File: config.mk
export PLATFORM = sky130hd
export DESIGN_NAME = seg7_scan_decoder
export DESIGN_NICKNAME = d
export VERILOG_FILES = /design/src/rtl/seg7_pkg.sv /design/src/rtl/seg7_pattern_decode.sv /design/src/rtl/seg7_scan_decoder.sv
export SDC_FILE = /design/constraint.sdc
export NUM_CORES = 1
export LEC_CHECK = 0
export CORE_ASPECT_RATIO = 0.9
export CORE_MARGIN = 5
export CORE_UTILIZATION = 51
export DETAILED_ROUTE_END_ITERATION = 10
export DONT_BUFFER_PORTS = 1
export PLACE_DENSITY = 0.74
export REMOVE_ABC_BUFFERS = 1
export SETUP_SLACK_MARGIN = 0.2
export SYNTH_ARGS = -nofsm -noshare
export SYNTH_HDL_FRONTEND = slang
export SYNTH_SLANG_ARGS = --single-unit
File: constraint.sdc
create_clock -name clk -period 3.4 [get_ports clk]
set_input_delay 0.51 -clock clk [delete_from_list [all_inputs] [get_ports clk]]
set_output_delay 0.51 -clock clk [all_outputs]
set_load 0.01 [all_outputs]
File: src/rtl/seg7_pkg.sv
// Shared 7-segment definitions: segment patterns, 5-bit character codes and
// operator codes used by both the display driver and the scan decoder.
package seg7_pkg;

  localparam logic [7:0] SEG_0     = 8'hFC;
  localparam logic [7:0] SEG_1     = 8'h60;
  localparam logic [7:0] SEG_2     = 8'hDA;
  localparam logic [7:0] SEG_3     = 8'hF2;
  localparam logic [7:0] SEG_4     = 8'h66;
  localparam logic [7:0] SEG_5     = 8'hB6;
  localparam logic [7:0] SEG_6     = 8'hBE;
  localparam logic [7:0] SEG_7     = 8'hE0;
  localparam logic [7:0] SEG_8     = 8'hFE;
  localparam logic [7:0] SEG_9     = 8'hF6;
  localparam logic [7:0] SEG_T     = 8'h1E;
  localparam logic [7:0] SEG_A     = 8'hEE;
  localparam logic [7:0] SEG_B     = 8'hCE;
  localparam logic [7:0] SEG_C     = 8'h9C;
  localparam logic [7:0] SEG_E     = 8'h9E;
  localparam logic [7:0] SEG_BLANK = 8'h00;

  localparam logic [4:0] CH_ONE    = 5'h01;
  localparam logic [4:0] CH_NINE   = 5'h09;
  localparam logic [4:0] CH_T      = 5'h10;
  localparam logic [4:0] CH_A      = 5'h11;
  localparam logic [4:0] CH_B      = 5'h12;
  localparam logic [4:0] CH_C      = 5'h13;
  localparam logic [4:0] CH_E      = 5'h14;
  localparam logic [4:0] CH_BLANK  = 5'h1E;
  localparam logic [4:0] CH_UNK    = 5'h1F;

  localparam logic [19:0] CHARS_BLANK = {4{CH_BLANK}};

  localparam logic [2:0] OP_T = 3'd0;
  localparam logic [2:0] OP_A = 3'd1;
  localparam logic [2:0] OP_B = 3'd2;
  localparam logic [2:0] OP_C = 3'd3;
  localparam logic [2:0] OP_E = 3'd4;

  typedef enum logic {
    ST_IDLE = 1'b0,
    ST_ACQ  = 1'b1
  } scan_state_e;

  function automatic logic is_onehot4(input logic [3:0] v);
    return (v != 4'b0000) && ((v & (v - 4'b0001)) == 4'b0000);
  endfunction

  function automatic logic [2:0] char_to_op(input logic [4:0] c);
    case (c)
      CH_T:    return OP_T;
      CH_A:    return OP_A;
      CH_B:    return OP_B;
      CH_C:    return OP_C;
      CH_E:    return OP_E;
      default: return OP_T;
    endcase
  endfunction

endpackage

File: src/rtl/seg7_pattern_decode.sv
// Combinational lookup from an active-high a..g,dp segment pattern to the
// 5-bit character code; anything unrecognised maps to the unknown code.
module seg7_pattern_decode
  import seg7_pkg::*;
(
  input  logic [7:0] seg_data,
  output logic [4:0] char_code
);

  // Pattern table lookup
  always_comb begin
    char_code = CH_UNK;
    case (seg_data)
      SEG_0:     char_code = 5'd0;
      SEG_1:     char_code = 5'd1;
      SEG_2:     char_code = 5'd2;
      SEG_3:     char_code = 5'd3;
      SEG_4:     char_code = 5'd4;
      SEG_5:     char_code = 5'd5;
      SEG_6:     char_code = 5'd6;
      SEG_7:     char_code = 5'd7;
      SEG_8:     char_code = 5'd8;
      SEG_9:     char_code = 5'd9;
      SEG_T:     char_code = CH_T;
      SEG_A:     char_code = CH_A;
      SEG_B:     char_code = CH_B;
      SEG_C:     char_code = CH_C;
      SEG_E:     char_code = CH_E;
      SEG_BLANK: char_code = CH_BLANK;
      default:   char_code = CH_UNK;
    endcase
  end

endmodule

File: src/rtl/seg7_scan_decoder.sv
// Sniffs a multiplexed 4-digit 7-segment display: captures each digit once it
// is stable and reconstructs the operator or number shown on a full frame.
module seg7_scan_decoder
  import seg7_pkg::*;
#(
  parameter int STABLE_CYCLES  = 16,
  parameter int TIMEOUT_CYCLES = 131072
) (
  input  logic        clk,
  input  logic        rst_n,
  input  logic [7:0]  seg_data,
  input  logic [3:0]  seg_sel,
  output logic [19:0] o_chars,
  output logic        o_frame_done,
  output logic        o_active,
  output logic        o_disp_mode,
  output logic [2:0]  o_op_code,
  output logic [3:0]  o_digit_val,
  output logic        o_fmt_err,
  output logic        o_sel_err
);

  localparam int STW = $clog2(STABLE_CYCLES + 1);
  localparam int ITW = $clog2(TIMEOUT_CYCLES + 1);
  localparam logic [STW-1:0] STAB_ZERO = STW'(32'd0);
  localparam logic [STW-1:0] STAB_ONE  = STW'(32'd1);
  localparam logic [STW-1:0] STAB_MAX  = STW'(STABLE_CYCLES);
  localparam logic [STW-1:0] STAB_CAP  = STW'(STABLE_CYCLES - 1);
  localparam logic [ITW-1:0] IDLE_ZERO = ITW'(32'd0);
  localparam logic [ITW-1:0] IDLE_ONE  = ITW'(32'd1);
  localparam logic [ITW-1:0] IDLE_LAST = ITW'(TIMEOUT_CYCLES - 1);

  logic [3:0]     sel_q_r, sel_prev_r;
  logic [7:0]     data_q_r, data_prev_r;
  logic [STW-1:0] stab_cnt_r;
  logic [ITW-1:0] idle_cnt_r;
  scan_state_e    state_r;
  logic [3:0]     bitmap_r;
  logic [19:0]    chars_r;
  logic           frame_done_r, active_r, disp_mode_r, fmt_err_r, sel_err_r;
  logic [2:0]     op_code_r;
  logic [3:0]     digit_val_r;

  logic           same_s, q_illegal_s, capture_s, timeout_s, frame_full_s;
  logic           is_op_s, is_num_s;
  logic [4:0]     code_s, c0_s, c1_s, c2_s, c3_s;
  logic [3:0]     bitmap_next_s, num_val_s;
  logic [19:0]    chars_next_s;

  seg7_pattern_decode u_decode (
    .seg_data  (data_prev_r),
    .char_code (code_s)
  );

  assign c0_s = chars_r[4:0];
  assign c1_s = chars_r[9:5];
  assign c2_s = chars_r[14:10];
  assign c3_s = chars_r[19:15];

  // Stability, capture, timeout and frame-content classification
  always_comb begin
    same_s       = (sel_q_r == sel_prev_r) && (data_q_r == data_prev_r);
    q_illegal_s  = (sel_q_r != 4'b0000) && !is_onehot4(sel_q_r);
    capture_s    = (stab_cnt_r == STAB_CAP) && is_onehot4(sel_prev_r);
    timeout_s    = (state_r == ST_ACQ) && (sel_q_r == 4'b0000) && (idle_cnt_r == IDLE_LAST);
    frame_full_s = (bitmap_r == 4'b1111);
    is_op_s      = (c0_s >= CH_T) && (c0_s <= CH_E) && (c1_s == CH_BLANK) &&
                   (c2_s == CH_BLANK) && (c3_s == CH_BLANK);
    is_num_s     = (c0_s <= CH_NINE) && ((c1_s == CH_BLANK) || (c1_s == CH_ONE)) &&
                   (c2_s == CH_BLANK) && (c3_s == CH_BLANK);
    num_val_s    = c0_s[3:0] + ((c1_s == CH_ONE) ? 4'd10 : 4'd0);
  end

  // Next bitmap/char values; a completed frame clears before a same-cycle capture sets its bit
  always_comb begin
    bitmap_next_s = frame_full_s ? 4'b0000 : bitmap_r;
    chars_next_s  = chars_r;
    if (capture_s) begin
      bitmap_next_s = bitmap_next_s | sel_prev_r;
    end else begin
      bitmap_next_s = bitmap_next_s;
    end
    for (int i = 0; i < 4; i++) begin
      if (capture_s && sel_prev_r[i]) begin
        chars_next_s[5*i +: 5] = code_s;
      end else begin
        chars_next_s[5*i +: 5] = chars_r[5*i +: 5];
      end
    end
  end

  // Input sample stage plus one-sample history for the stability compare
  always_ff @(posedge clk or negedge rst_n) begin
    if (!rst_n) begin
      sel_q_r     <= 4'b0000;
      data_q_r    <= 8'h00;
      sel_prev_r  <= 4'b0000;
      data_prev_r <= 8'h00;
    end else begin
      sel_q_r     <= seg_sel;
      data_q_r    <= seg_data;
      sel_prev_r  <= sel_q_r;
      data_prev_r <= data_q_r;
    end
  end

  // Consecutive-identical-sample counter, saturating; illegal selects restart it
  always_ff @(posedge clk or negedge rst_n) begin
    if (!rst_n) begin
      stab_cnt_r <= STAB_ZERO;
    end else if (q_illegal_s || !same_s) begin
      stab_cnt_r <= STAB_ZERO;
    end else if (stab_cnt_r != STAB_MAX) begin
      stab_cnt_r <= stab_cnt_r + STAB_ONE;
    end else begin
      stab_cnt_r <= stab_cnt_r;
    end
  end

  // Scan FSM with capture bookkeeping, frame completion, timeout and registered outputs
  always_ff @(posedge clk or negedge rst_n) begin
    if (!rst_n) begin
      state_r      <= ST_IDLE;
      idle_cnt_r   <= IDLE_ZERO;
      bitmap_r     <= 4'b0000;
      chars_r      <= CHARS_BLANK;
      frame_done_r <= 1'b0;
      active_r     <= 1'b0;
      disp_mode_r  <= 1'b0;
      op_code_r    <= 3'd0;
      digit_val_r  <= 4'd0;
      fmt_err_r    <= 1'b0;
      sel_err_r    <= 1'b0;
    end else begin
      sel_err_r    <= q_illegal_s && (sel_q_r != sel_prev_r);
      frame_done_r <= frame_full_s && !timeout_s;
      case (state_r)
        ST_IDLE: begin
          idle_cnt_r <= IDLE_ZERO;
          bitmap_r   <= bitmap_next_s;
          chars_r    <= chars_next_s;
          if (capture_s) begin
            state_r  <= ST_ACQ;
            active_r <= 1'b1;
          end else begin
            state_r  <= ST_IDLE;
            active_r <= 1'b0;
          end
        end
        ST_ACQ: begin
          if (timeout_s) begin
            state_r    <= ST_IDLE;
            active_r   <= 1'b0;
            idle_cnt_r <= IDLE_ZERO;
            bitmap_r   <= 4'b0000;
            chars_r    <= CHARS_BLANK;
          end else begin
            state_r    <= ST_ACQ;
            active_r   <= 1'b1;
            idle_cnt_r <= (sel_q_r == 4'b0000) ? (idle_cnt_r + IDLE_ONE) : IDLE_ZERO;
            bitmap_r   <= bitmap_next_s;
            chars_r    <= chars_next_s;
          end
        end
        default: begin
          state_r    <= ST_IDLE;
          active_r   <= 1'b0;
          idle_cnt_r <= IDLE_ZERO;
          bitmap_r   <= 4'b0000;
          chars_r    <= CHARS_BLANK;
        end
      endcase
      // Mode/op/value only move on a completed frame; bad frames keep the last good ones
      if (frame_full_s && !timeout_s) begin
        if (is_op_s) begin
          disp_mode_r <= 1'b0;
          op_code_r   <= char_to_op(c0_s);
          fmt_err_r   <= 1'b0;
        end else if (is_num_s) begin
          disp_mode_r <= 1'b1;
          digit_val_r <= num_val_s;
          fmt_err_r   <= 1'b0;
        end else begin
          fmt_err_r   <= 1'b1;
        end
      end
    end
  end

  assign o_chars      = chars_r;
  assign o_frame_done = frame_done_r;
  assign o_active     = active_r;
  assign o_disp_mode  = disp_mode_r;
  assign o_op_code    = op_code_r;
  assign o_digit_val  = digit_val_r;
  assign o_fmt_err    = fmt_err_r;
  assign o_sel_err    = sel_err_r;

endmodule

# --- After elaboration in Yosys (flattened, before gate mapping) ---
# Index checks and enable logic that the tools add are counted.
word_totals:
  in_bits: 14
  word_cells: 119
  reg_bits: 83
  out_inout_bits: 32
classes:
  magnitude_cmp: 3
  muxes: 25
  eq_ne: 30
  add_sub_neg: 5
  n_bitwise: 5
  n_reduce_logical: 36
op_table:
  columns: ["operator", "count"]
  rows:
  - ["equality test 8 bit, second input constant", 12]
  - ["case mux 5 bit (16 select lines)", 1]
  - ["case mux 20 bit (2 select lines)", 1]
  - ["2-to-1 mux 18 bit", 2]
  - ["case mux 18 bit (2 select lines)", 1]
  - ["equality test 5 bit, second input constant", 7]
  - ["2-to-1 mux 5 bit", 6]
  - ["logical AND 1 bit", 20]
  - ["2-to-1 mux 20 bit", 1]
  - ["adder 18 x 1 -> 18 bit, second input constant", 1]
  - ["equality test 18 x 17 -> 1 bit, second input constant", 1]
  - ["equality test 8 x 7 -> 1 bit, second input constant", 2]
  - ["2-to-1 mux 4 bit", 4]
  - ["logical NOT 4 bit", 3]
  - ["case mux 3 bit (4 select lines)", 1]
  - ["bitwise AND 4 bit", 2]
  - ["equality test 8 x 5 -> 1 bit, second input constant", 1]
  - ["equality test 8 bit", 1]
  - ["logical NOT 8 bit", 1]
  - ["case mux 4 bit (2 select lines)", 1]
  - ["nonzero test 4 bit", 2]
  - ["subtractor 4 x 1 -> 4 bit, second input constant", 2]
  - ["2-to-1 mux 1 bit", 6]
  - ["adder 5 x 1 -> 5 bit, second input constant", 1]
  - ["18 further kinds", 24]

# --- Longest topological paths before layout ---
# Gate-level depths: netlist of run 1.
logic_depth:
  word_depth: 9
  depth_mapped: 9

# --- Modules after synthesis ---
# From an unflattened synthesis of run 1, not the netlist that was laid out.
unflattened:
  hier_cells: 368
  hier_area_um2: 3962.6
by_module_without_submodules:
  columns: ["module", "cells_per_inst", "area_each_um2", "instances", "seq_area_each_um2"]
  rows:
  - ["seg7_scan_decoder", 301, 3570.9, 1, 2097.0]
  - ["seg7_pattern_decode", 67, 391.6, 1, 0.0]

# --- Worst setup path after synthesis of run 1 ---
# OpenSTA, ideal clock, no wires.
synth_path:
  path_kind: "reg-to-reg"
  startpoint: "register idle_cnt_r[0]"
  endpoint: "register digit_val_r[0], in the netlist o_digit_val[0]"
  n_path_buf: 0
  setup_time_ns: 0.128
  setup_slack_ns: 1.491
  period_less_slack_ns: 1.909
  path_stages_with_launch: 7
  arrival_time_ns: 1.782
  required_time_ns: 3.272
  path_cell_list: "dfrtp_1 -> ha_1 -> nand4_1 -> nor4_4 -> nand3_4 -> nand4b_2 -> mux2_1"
synth_via:
  elab_chain_len: 5
synth_lines:
  columns: ["item", "line_no", "text"]
  rows:
  - ["start: declaration", "seg7_scan_decoder.sv:36", "logic [ITW-1:0] idle_cnt_r;"]
  - ["start signal: assignment", "seg7_scan_decoder.sv:160", "idle_cnt_r <= (sel_q_r == 4'b0000) ? (idle_cnt_r + IDLE_ONE) : IDLE_ZERO;"]
  - ["equality test 18 x 17 -> 1 bit", "seg7_scan_decoder.sv:65", "timeout_s = (state_r == ST_ACQ) && (sel_q_r == 4'b0000) && (idle_cnt_r == IDLE_LAST);"]
  - ["logical AND 1 bit", "seg7_scan_decoder.sv:65", null]
  - ["logical NOT 1 bit", "seg7_scan_decoder.sv:174", "if (frame_full_s && !timeout_s) begin"]
  - ["logical AND 1 bit", "seg7_scan_decoder.sv:174", null]
  - ["AND reduction 3 bit (no line)", null, null]
  - ["end signal: assignment", "seg7_scan_decoder.sv:181", "digit_val_r <= num_val_s;"]
  - ["end: declaration", "seg7_scan_decoder.sv:42", "logic [3:0] digit_val_r;"]
# No other way between the ends.
# A chain may end at the register's enable or synchronous reset.

# --- Worst setup path in the final report of run 1 ---
layout_path:
  startpoint: "register stab_cnt_r[1]"
  endpoint: "register chars_r[15], in the netlist o_chars[15]"
layout_via:
  elab_chain_len: 6
layout_lines:
  columns: ["item", "line_no", "text"]
  rows:
  - ["start: declaration", "seg7_scan_decoder.sv:35", "logic [STW-1:0] stab_cnt_r;"]
  - ["start signal: assignment", "seg7_scan_decoder.sv:114", "stab_cnt_r <= stab_cnt_r + STAB_ONE;"]
  - ["start signal: assignment", "seg7_scan_decoder.sv:116", "stab_cnt_r <= stab_cnt_r;"]
  - ["equality test 5 x 4 -> 1 bit (*)", "seg7_scan_decoder.sv:64", "capture_s = (stab_cnt_r == STAB_CAP) && is_onehot4(sel_prev_r);"]
  - ["logical AND 1 bit (*)", "seg7_scan_decoder.sv:64", null]
  - ["logical AND 1 bit (*)", "seg7_scan_decoder.sv:84", "if (capture_s && sel_prev_r[i]) begin"]
  - ["2-to-1 mux 5 bit (*)", "seg7_scan_decoder.sv:84", null]
  - ["2-to-1 mux 20 bit", "seg7_scan_decoder.sv:151", "if (timeout_s) begin"]
  - ["case mux 20 bit (2 select lines) (*)", "seg7_scan_decoder.sv:137", "case (state_r)"]
  - ["end signal: assignment", "seg7_scan_decoder.sv:141", "chars_r <= chars_next_s;"]
  - ["end signal: assignment", "seg7_scan_decoder.sv:162", "chars_r <= chars_next_s;"]
  - ["end: declaration", "seg7_scan_decoder.sv:39", "logic [19:0] chars_r;"]
# Mark *: on every way between the ends. The rest lies on a longest branch, timed or not.

==> results.md, run 1 <==
- Outcome: finished clean
- R2R Setup Slk: between 1 and 1.5 ns
- Worst skew pair latency: around 0.37 ns
- Register area share after synthesis: 0.531
- Final Max Slew Viols: 0
- Vias per inst: between 5 and 6
- Antenna fix cells: 0
- CP startpoint: stab_cnt_r[1]
- Cell area after synthesis: approximately 3900 sq um
- Critical path depth: 8
- Minimum clock period: around 2.2 ns
- Syn Area/Cell: roughly 11 sq um
- DRT Wirelength: between 7000 and 8000 um
- Max Clk Rate: approximately 450 MHz
- Clk sinks: slightly above 80
- Rows: 30
- CP max stage cell: nor3b_1
- # port buffers: 0
- Chip width: between 100 and 150 um
- Max IR drop VDD: 313 uV
- Startpoint types: flop
- Prevailing post-synth register cell: dfrtp_1
- Largest net degree at the start of global routing: 84
- Worst reg2reg path endpoint: o_chars[15]
- Drc violations: 0
- Die Area: 9600 sq um
- Chip Height: a little over 90 um
- Lkg Pwr: ~1.7 nW
- Initial core utilization: 0.523
- Ports: 46
- Post-CTS setup buffer count: 0
- Wire per inst: 16.8 um
- Final ANT Viol Nets: 0
- Antenna violations before repair: 0
- Post-synth EDFFs: 0
- Htree depth: 3
- Top-count cell post-synth: dfrtp_1
- Worst r2r src: stab_cnt_r[1]
- RSZ-0062 raised after global routing: false
- Final worst-path cycle share: 0.656
- Most frequent CP cell: ha_1
- Share of the synthesized area in the top cell type: 0.425
- Layout cells sized above 1: 0.125
- Fin util: 0.557
- Mapped Cells: approximately 370
- Ranking of synthesized cells by area: dfrtp_1 42%, dfstp_2 11%, xor2_1 4.9%, nor2_1 3.8%, xnor2_1 2.9%
- Post-layout instance count excluding filler cells: approximately 460
- CTS clk-pin slew, worst paths: approximately 0.080 ns
- Design area: ~4200 sq um
- Largest stage delay, worst path: 0.55 ns
- Library cells used by synthesis: 56
- Vias in the first global route: approximately 2,600
- Final hold vios: 0
- Final net count: 382
- Post-CTS sizing: 0
- Crit path max-delay family: simple AND/OR/NAND/NOR gates
- Hold crit path type: in2async
- Total grt overflow: 0
- CP cell instances: ha_1 -> and3_1 -> ha_1 -> nor2b_1 -> nand2b_1 -> nor3b_1 -> o21ai_0 -> a21oi_1
- Hold Buf Count CTS: 1
- PwrDens: 426 nW/um^2
- Endpoints failing setup: 0
- Post-synth top cells: 67 x dfrtp_1, 40 x nor2_1, 22 x xor2_1, 21 x nand2_1, 16 x dfstp_2
- Worst Setup Path Type: reg2reg
- Worst reg2reg path depth: 8
- Async SR Flop Fraction: 1.00
- First-pass GRT wire length: between 10,000 and 15,000 um
- Worst Path Arrival: between 2 and 3 ns
- Number of max-cap violations: 0
- Actual slew at the worst max-slew pin: about 0.85 ns
- Worst setup path endpoint: o_chars[15]
- Routed vias: approximately 2,700
- Filler cell count: just over 600
- Synth Warn #: 0
- Max-Slew Margin vs Limit: 0.423
- Area Overhead vs Synth: 6.50%
- Post-Place Cells: 446
- 1st-iter DRT viols: 139
- CTS Buffer Depth: 2
- Total track usage: 0.173
- Gpl congestion: 0.847
- WP data required: approximately 3.7 ns
- Clock root cell: clkbuf_8
- Post-DP Area: roughly 4000 sq um
- DR pass1 iterations: 6
- Layout Skew: approximately 0.012 ns
- TritonCTS clock tree: built
- CP max FO: 5
- Worst setup EP type: flop
- #FFs+latches synth: 83
- DP HPWL: ~5300 um
- Post-synth top area cell: dfrtp_1
- CORE AREA: 7540 sq um
- Final setup TNS: 0 ns
- Total CTS buffers: 9
- Crit path buf inv count: 0
worst min path at each step:
stage,startpoint,cells past startpoint,slack [ns],end
3_5_place_dp,rst_n,0,0.22,o_frame_done
2_1_floorplan,rst_n,0,0.21,bitmap_r[0]
3_3_place_gp,rst_n,0,0.22,o_frame_done
6_report,rst_n,1,0.04,o_chars[0]
4_1_cts,rst_n,1,0.05,data_prev_r[7]
5_1_grt,rst_n,1,0.06,o_chars[0]
registers in the layout, summed over array words and instances (netlist names), 4 cells and up:
| signal | count |
|---|---|
| bitmap_r | 4 |
| data_prev_r | 8 |
| data_q_r | 8 |
| idle_cnt_r | 18 |
| o_chars | 20 |
| o_digit_val | 4 |
| sel_prev_r | 4 |
| sel_q_r | 4 |
| stab_cnt_r | 5 |
layout make-up:
type / count / area (sq um) / share of cell area
Inverter: 11 / 41.3 / 0.00982
Multi-Input combinational cell: 256 / 1720 / 0.410
Sequential cell: 83 / 2100 / 0.499
Clock buffer: 12 / 145 / 0.0345
Timing Repair Buffer: 1 / 27.5 / 0.00655
Clock inverter: 4 / 50.0 / 0.0119
Tap cell: 96 / 120 / 0.0286
metal layers:
layer,up-vias,track usage,routed length [um]
met4,0,0.0701,142
li1,1294,-,-
met3,13,0.0597,558
met2,75,0.256,3520
met1,1308,0.232,3570
met5,-,0,0
report_power, final:
group | internal (W) | switching (W)
Sequential | 0.00100 | 0.0000264
Combinational | 0.0000217 | 0.0000340
Clock | 0.000359 | 0.000348
Total | 0.00138 | 0.000408
stage by stage:
step	hold slack, ns	power (W)	worst slack [ns]
6_report	0.0372	0.00179	1.17
5_1_grt	0.0603	0.00186	0.933
4_1_cts	0.0504	0.00181	1.18
3_5_place_dp	0.219	0.00108	1.21
3_3_place_gp	0.219	0.00108	1.27
2_1_floorplan	0.214	0.00107	1.47
placed cells by master (no fill, tap or decap), drive strengths merged, types with 5 or more instances in the layout:
cell / synthesis / final
dfrtp: 67 / 67
nor2: 41 / 41
xor2: 22 / 22
nand2: 21 / 21
o21ai: 17 / 17
dfstp: 16 / 16
nor3: 15 / 15
xnor2: 13 / 13
a21oi: 13 / 13
nand4: 13 / 13
clkbuf: 6 / 12
inv: 11 / 11
nand3: 11 / 11
a41oi: 7 / 7
nor4: 7 / 7
ha: 6 / 6
nor3b: 6 / 6
nand4b: 6 / 6
nand2b: 5 / 5
nand3b: 5 / 5
o211ai: 5 / 5
mux2: 5 / 5
and3: 5 / 5
logic make-up (layout without fill, tap and decap cells):
kind of cell / after synthesis / after routing / synth area share
simple gates: 154 / 154 / 0.229
flops: 83 / 83 / 0.531
compound gates: 52 / 52 / 0.0868
xor+xnor: 35 / 35 / 0.0777
buf+inv: 27 / 28 / 0.0323
mux: 8 / 8 / 0.0219
fa+ha+maj: 7 / 7 / 0.0216
Power figures use the tool's default switching activity.
==> run 2, diff against run 1 <==
==> constraint.sdc (replaced) <==
create_clock -name clk -period 2.1 [get_ports clk]
set_input_delay 0.315 -clock clk [delete_from_list [all_inputs] [get_ports clk]]
set_output_delay 0.315 -clock clk [all_outputs]
set_load 0.01 [all_outputs]
==> results.md, run 2 (same netlist as run 1, synthesis figures left out) <==
- Outcome: complete, but fails checks
- Failing checks: negative hold slack
- Register Area: 2100 sq um (+0.30%)
- Final total power: 0.00302 W (+69%)
- Worst skew pair latency: 0.36 ns (about the same)
- Lkg Pwr: 2.07 nW (+20%)
- Final hold vios: 83 (+83)
- Total track usage: 0.184 (+0.0104)
- CP max FO: 4 (-1)
- Logic pwr share: 0.031 (about the same)
- Filler cell count: 541 (-11%)
- Flop pwr share: 0.551 (-0.024)
- Sw Share: 0.215 (-0.0132)
- DR pass1 iterations: 4 (-2)
- Antenna violations before repair: 0 (unchanged)
- Multi-input logic area: 2010 sq um (+17%)
- Gpl congestion: 0.801 (-5.5%)
- Final net count: 430 (+13%)
- Wire length on met2: 4310 um (+22%)
- Worst Setup Path Type: reg2reg
- Hold Buf Count CTS: 12 (+11)
- Most frequent cells in the layout: 62 x dfrtp_1, 39 x nor2_1, 29 x buf_4, 22 x xor2_1, 20 x nand2_1
- Final Max Slew Viols: 0 (unchanged)
- Largest stage delay, worst path: 0.52 ns (-0.03 ns)
- First-pass GRT wire length: 13,600 um (+5.7%)
- Drc violations: 0 (unchanged)
- Endpoints failing setup: 0 (unchanged)
- Vias per inst: 5.82 (+0.17%)
- Wire per inst: 17.3 um (+2.6%)
- # port buffers: 0 (unchanged)
- Max reg flops: 20 (unchanged)
- Number of max-cap violations: 0 (unchanged)
- Layout cells sized above 1: 0.311 (+0.186)
- CP cell instances: nand2b_4 -> or4_4 -> inv_4 -> ha_4 -> ha_4 -> xnor2_2 -> xnor2_1 -> mux2_4
- DP HPWL: 5600 um (+4.8%)
- CP max stage cell: or4_4
- WP data required: 2.35 ns (-1.33 ns)
- Total CTS buffers: 9 (unchanged)
- Worst Path Arrival: 2.22 ns (-0.29 ns)
- Rows: 30 (unchanged)
- DRT Wirelength: 8820 um (+13%)
- Internal Power: 0.00237 W (+72%)
- Die Area: 9600 sq um (unchanged)
- Clk sinks: 83 (unchanged)
- Routed vias: 2,974 (+11%)
- M1 WL: 3770 um (+5.5%)
- Most frequent CP cell: ha_4
- PwrDens: 611 nW/um^2 (+43%)
- Dpl ws: 0.0125 ns (-1.19 ns)
- Max-Slew Margin vs Limit: 0.640 (+0.217)
- Chip width: 103 um (unchanged)
- Hold crit path type: in2async
- Vias in the first global route: 2,853 (+11%)
- Htree depth: 3 (unchanged)
- Chip Height: 93.5 um (unchanged)
- Final ANT Viol Nets: 0 (unchanged)
- Actual slew at the worst max-slew pin: 0.540 ns (-0.314 ns)
- Highest Signal Layer: met4
- Sw Pwr: 0.000649 W (+59%)
- TritonCTS clock tree: built
- Antenna fix cells: 0 (unchanged)
- Clock Power Share: 0.418 (+0.024)
- Fin worst setup slack: 0.128 ns (-1.04 ns)
- Total grt overflow: 0 (unchanged)
- Initial core utilization: 0.523 (unchanged)
- Ports: 46 (unchanged)
- Worst setup EP type: flop
- Startpoint types: flop
- Max Clk Rate: 507 MHz (+13%)
- Final setup TNS: 0 ns (unchanged)
- Layout Skew: 0.0140 ns (+0.00239 ns)
- Largest net degree at the start of global routing: 84 (unchanged)
- Most common cell after layout, fill and taps aside: dfrtp_1
- Final worst-path cycle share: 0.939 (+0.283)
- CORE AREA: 7540 sq um (unchanged)
- Hold Slack: -0.357 ns (-0.394 ns)
- Max IR drop VDD: 515 uV (+65%)
- 1st-iter DRT viols: 99 (-29%)
- CTS clk-pin slew, worst paths: 0.08 ns (about the same)
- Minimum clock period: 1.97 ns (-0.258 ns)
- Clock root cell: clkbuf_8
- Area Overhead vs Synth: 25.5%
- CTS Buffer Depth: 2 (unchanged)
- RSZ-0062 raised after global routing: true
- Routed met3 length: 548 um (-1.8%)
==> run 2: final timing paths <==
kind / to / slack, ns / start / depth (start not counted)
max: o_digit_val[3] / 0.13 / o_chars[9] / 8
min: idle_cnt_r[7] / -0.36 / rst_n / 0
max reg2reg: o_digit_val[3] / 0.13 / o_chars[9] / 8
min reg2reg: data_prev_r[3] / 0.40 / data_q_r[3] / 0
max in group asynchronous: o_chars[14] / 2.26 / rst_n / 0
min in group clk: data_prev_r[3] / 0.40 / data_q_r[3] / 0
==> run 2: worst max-delay path, delay by kind of cell, from the launching register on <==
kind                     cells  cell delay [ns]
buffers and inverters        1             0.09
XOR/XNOR                     2             0.21
AND/OR/NAND/NOR              2             0.65
flip-flops                   1             0.40
adder cells (fa/ha/maj)      2             0.26
multiplexers                 1             0.26
==> run 2: repair_timing <==
item | 4_1_cts | 5_1_grt
gates resized for setup | 10 | 58
buffers inserted | 7 | 13
hold endpoints to repair | 95 | 83
setup endpoints to repair | 24 | 48
pin swaps | 9 | 21
cloned | 0 | 1
==> run 2: per-layer routing <==
metal | track usage | vias up
met5 | 0 | -
met1 | 0.247 | 1469
li1 | - | 1402
met3 | 0.0544 | 16
met4 | 0.0841 | 0
met2 | 0.273 | 87
==> run 2: cell type report <==
type | count | share of cell area
flip-flops and latches | 83 | 0.425
multi-input cells | 256 | 0.406
repair buffers | 49 | 0.0927
clock buffers | 11 | 0.0285
well taps | 96 | 0.0243
clock inverters | 5 | 0.0154
inverters | 11 | 0.00884
==> run 2: metrics by stage <==
stage / hold WS [ns] / utilization / cell area [sq um] / cells
detailed placement: 0.0232 / 0.547 / 4130 / 462
floorplan: 0.0194 / - / 3860 / 350
finish: -0.357 / 0.656 / 4950 / 511
global route: -0.379 / 0.656 / 4950 / 511
CTS: -0.374 / 0.604 / 4560 / 497
global placement: 0.0229 / 0.547 / 4130 / 462
==> run 2: power by group through the flow <==
stage / Combinational, W / Clock [W] / Sequential, W
after detailed placement: 0.0000689 / 0 / 0.00169
after floorplan: 0.0000479 / 0 / 0.00169
after CTS: 0.0000875 / 0.00129 / 0.00166
final: 0.0000944 / 0.00126 / 0.00167
after global placement: 0.0000683 / 0 / 0.00169
after global routing: 0.000104 / 0.00135 / 0.00167
==> run 3, diff against run 2 <==
==> constraint.sdc (replaced) <==
create_clock -name clk -period 2.4 [get_ports clk]
set_input_delay 0.36 -clock clk [delete_from_list [all_inputs] [get_ports clk]]
set_output_delay 0.36 -clock clk [all_outputs]
set_load 0.01 [all_outputs]
==> results.md, run 3 (same netlist as run 1, synthesis figures left out) <==
- Rows: 30 (unchanged)
- Worst reg2reg path endpoint: o_op_code[2]
- Hold crit path type: in2async
- Filler cell count: 636 (+18%)
- CP max stage cell: nor4_4
- Chip Height: 93.5 um (unchanged)
- Final net count: 398 (-7.4%)
- Antenna violations before repair: 0 (unchanged)
- Worst skew pair latency: 0.35 ns (about the same)
- Final Max Slew Viols: 0 (unchanged)
- Worst r2r src: idle_cnt_r[0]
- Total CTS buffers: 9 (unchanged)
- Minimum clock period: 2.12 ns (+0.150 ns)
- Final ANT Viol Nets: 0 (unchanged)
- Die Area: 9600 sq um (unchanged)
- Ports: 46 (unchanged)
- Drc violations: 0 (unchanged)
- DP HPWL: 5480 um (-2.1%)
- Crit path buf inv count: 1 (unchanged)
- Actual slew at the worst max-slew pin: 0.879 ns (+0.339 ns)
- Layout cells sized above 1: 0.151 (-0.159)
- Most frequent cells in the layout: 67 x dfrtp_1, 40 x nor2_1, 22 x xor2_1, 21 x nand2_1, 16 x dfstp_2
- Final worst-path cycle share: 0.884 (-0.0548)
- Lkg Pwr: 1.82 nW (-12%)
- PwrDens: 569 nW/um^2 (-6.8%)
- Vias per inst: 5.77 (-0.85%)
- TritonCTS clock tree: built
- Largest net degree at the start of global routing: 84 (unchanged)
- RSZ-0062 raised after global routing: false
- Max IR drop VDD: 379 uV (-26%)
- Worst reg2reg path depth: 7 (-1)
- Failing checks: negative hold slack
- Largest stage delay, worst path: 0.40 ns (-0.12 ns)
- Gpl congestion: 0.870 (+8.6%)
- Worst Setup Path Type: reg2reg
- Final hold vios: 83 (unchanged)
- Worst setup EP type: flop
- Wire per inst: 16.1 um (-6.5%)
- Startpoint types: flop
- Design area: 4320 sq um (-13%)
- Initial core utilization: 0.523 (unchanged)
- Max-Slew Margin vs Limit: 0.406 (-0.234)
- Total grt overflow: 0 (unchanged)
- Endpoints failing setup: 0 (unchanged)
- Antenna fix cells: 0 (unchanged)
- # port buffers: 0 (unchanged)
- Crit path max-delay family: simple AND/OR/NAND/NOR gates
- Fin util: 0.573 (-0.0834)
- WP data required: 2.64 ns (+0.29 ns)
- Worst Path Arrival: 2.36 ns (+0.14 ns)
- Chip width: 103 um (unchanged)
- CP startpoint: idle_cnt_r[0]
- Most common cell after layout, fill and taps aside: dfrtp_1
- Clk sinks: 83 (unchanged)
- CTS Buffer Depth: 2 (unchanged)
- Vias in the first global route: 2,622 (-8.1%)
- CP cell instances: ha_1 -> nand4_1 -> nor4_4 -> buf_4 -> nand3_4 -> nand4b_2 -> mux2_1
- R2R Setup Slk: 0.28 ns (+0.15 ns)
- Hold Slack: -0.303 ns (+0.0536 ns)
- Clock root cell: clkbuf_8
- Post-DP Area: 4030 sq um (-2.4%)
- CP max FO: 5 (+1)
- Outcome: complete, but fails checks
- DRT Wirelength: 7730 um (-12%)
- DR pass1 iterations: 4 (unchanged)
- First-pass GRT wire length: 13,000 um (-4.6%)
- Routed vias: 2,764 (-7.1%)
- Dpl ws: 0.260 ns (+0.248 ns)
- Max Clk Rate: 471 MHz (-7.1%)
- Worst setup path endpoint: o_op_code[2]
- Total track usage: 0.173 (-0.0108)
- CTS clk-pin slew, worst paths: 0.08 ns (about the same)
- Fin worst setup slack: 0.278 ns (+0.150 ns)
- Area Overhead vs Synth: 9.51%
- CORE AREA: 7540 sq um (unchanged)
- Max reg flops: 20 (unchanged)
- Layout Skew: 0.0126 ns (-0.00143 ns)
- Critical path depth: 7 (-1)
- Final setup TNS: 0 ns (unchanged)
- Htree depth: 3 (unchanged)
- Number of max-cap violations: 0 (unchanged)
- 1st-iter DRT viols: 116 (+17%)
==> run 3: worst min path at each step <==
stage	start	end	slack [ns]	cells after the start
after floorplan	rst_n	bitmap_r[0]	0.06	0
after global placement	rst_n	idle_cnt_r[7]	0.07	0
after detailed placement	rst_n	o_frame_done	0.07	0
after CTS	rst_n	o_op_code[0]	-0.33	0
after global routing	rst_n	o_op_code[0]	-0.33	0
final	rst_n	o_op_code[0]	-0.30	0
==> run 3: stage by stage <==
stage               total power [W]  instances
floorplan                   0.00152        350
detailed placement          0.00154        452
global placement            0.00153        452
finish                      0.00246        479
CTS                         0.00249        468
global route                0.00256        479
==> run 3: per-layer routing <==
metal,up-vias,GRT usage,share of wire
li1,1330,-,-
met1,1331,0.239,0.45
met2,93,0.254,0.46
met3,10,0.0559,0.074
met4,0,0.0626,0.010
met5,-,0,0
==> run 3: area by class of cell <==
cell class | count | area [sq um] | share of cell area
flip-flops and latches | 83 | 2100 | 0.485
multi-input cells | 256 | 1740 | 0.403
repair buffers | 17 | 140 | 0.0324
clock buffers | 10 | 128 | 0.0295
well taps | 96 | 120 | 0.0278
clock inverters | 6 | 56.3 | 0.0130
inverters | 11 | 41.3 | 0.00955
==> run 3: repair_timing <==
item,CTS,global route
hold endpoints to repair,83,88
setup buffers,0,6
gates resized for setup,0,3
setup endpoints to repair,0,20
==> run 3: where the power goes <==
part | internal [W] | leakage, nW | switching [W]
logic | 0.0000327 | 0.681 | 0.0000255
registers | 0.00142 | 1.04 | 0.0000369
clock network | 0.000472 | 0.0935 | 0.000473
total | 0.00193 | 1.82 | 0.000535
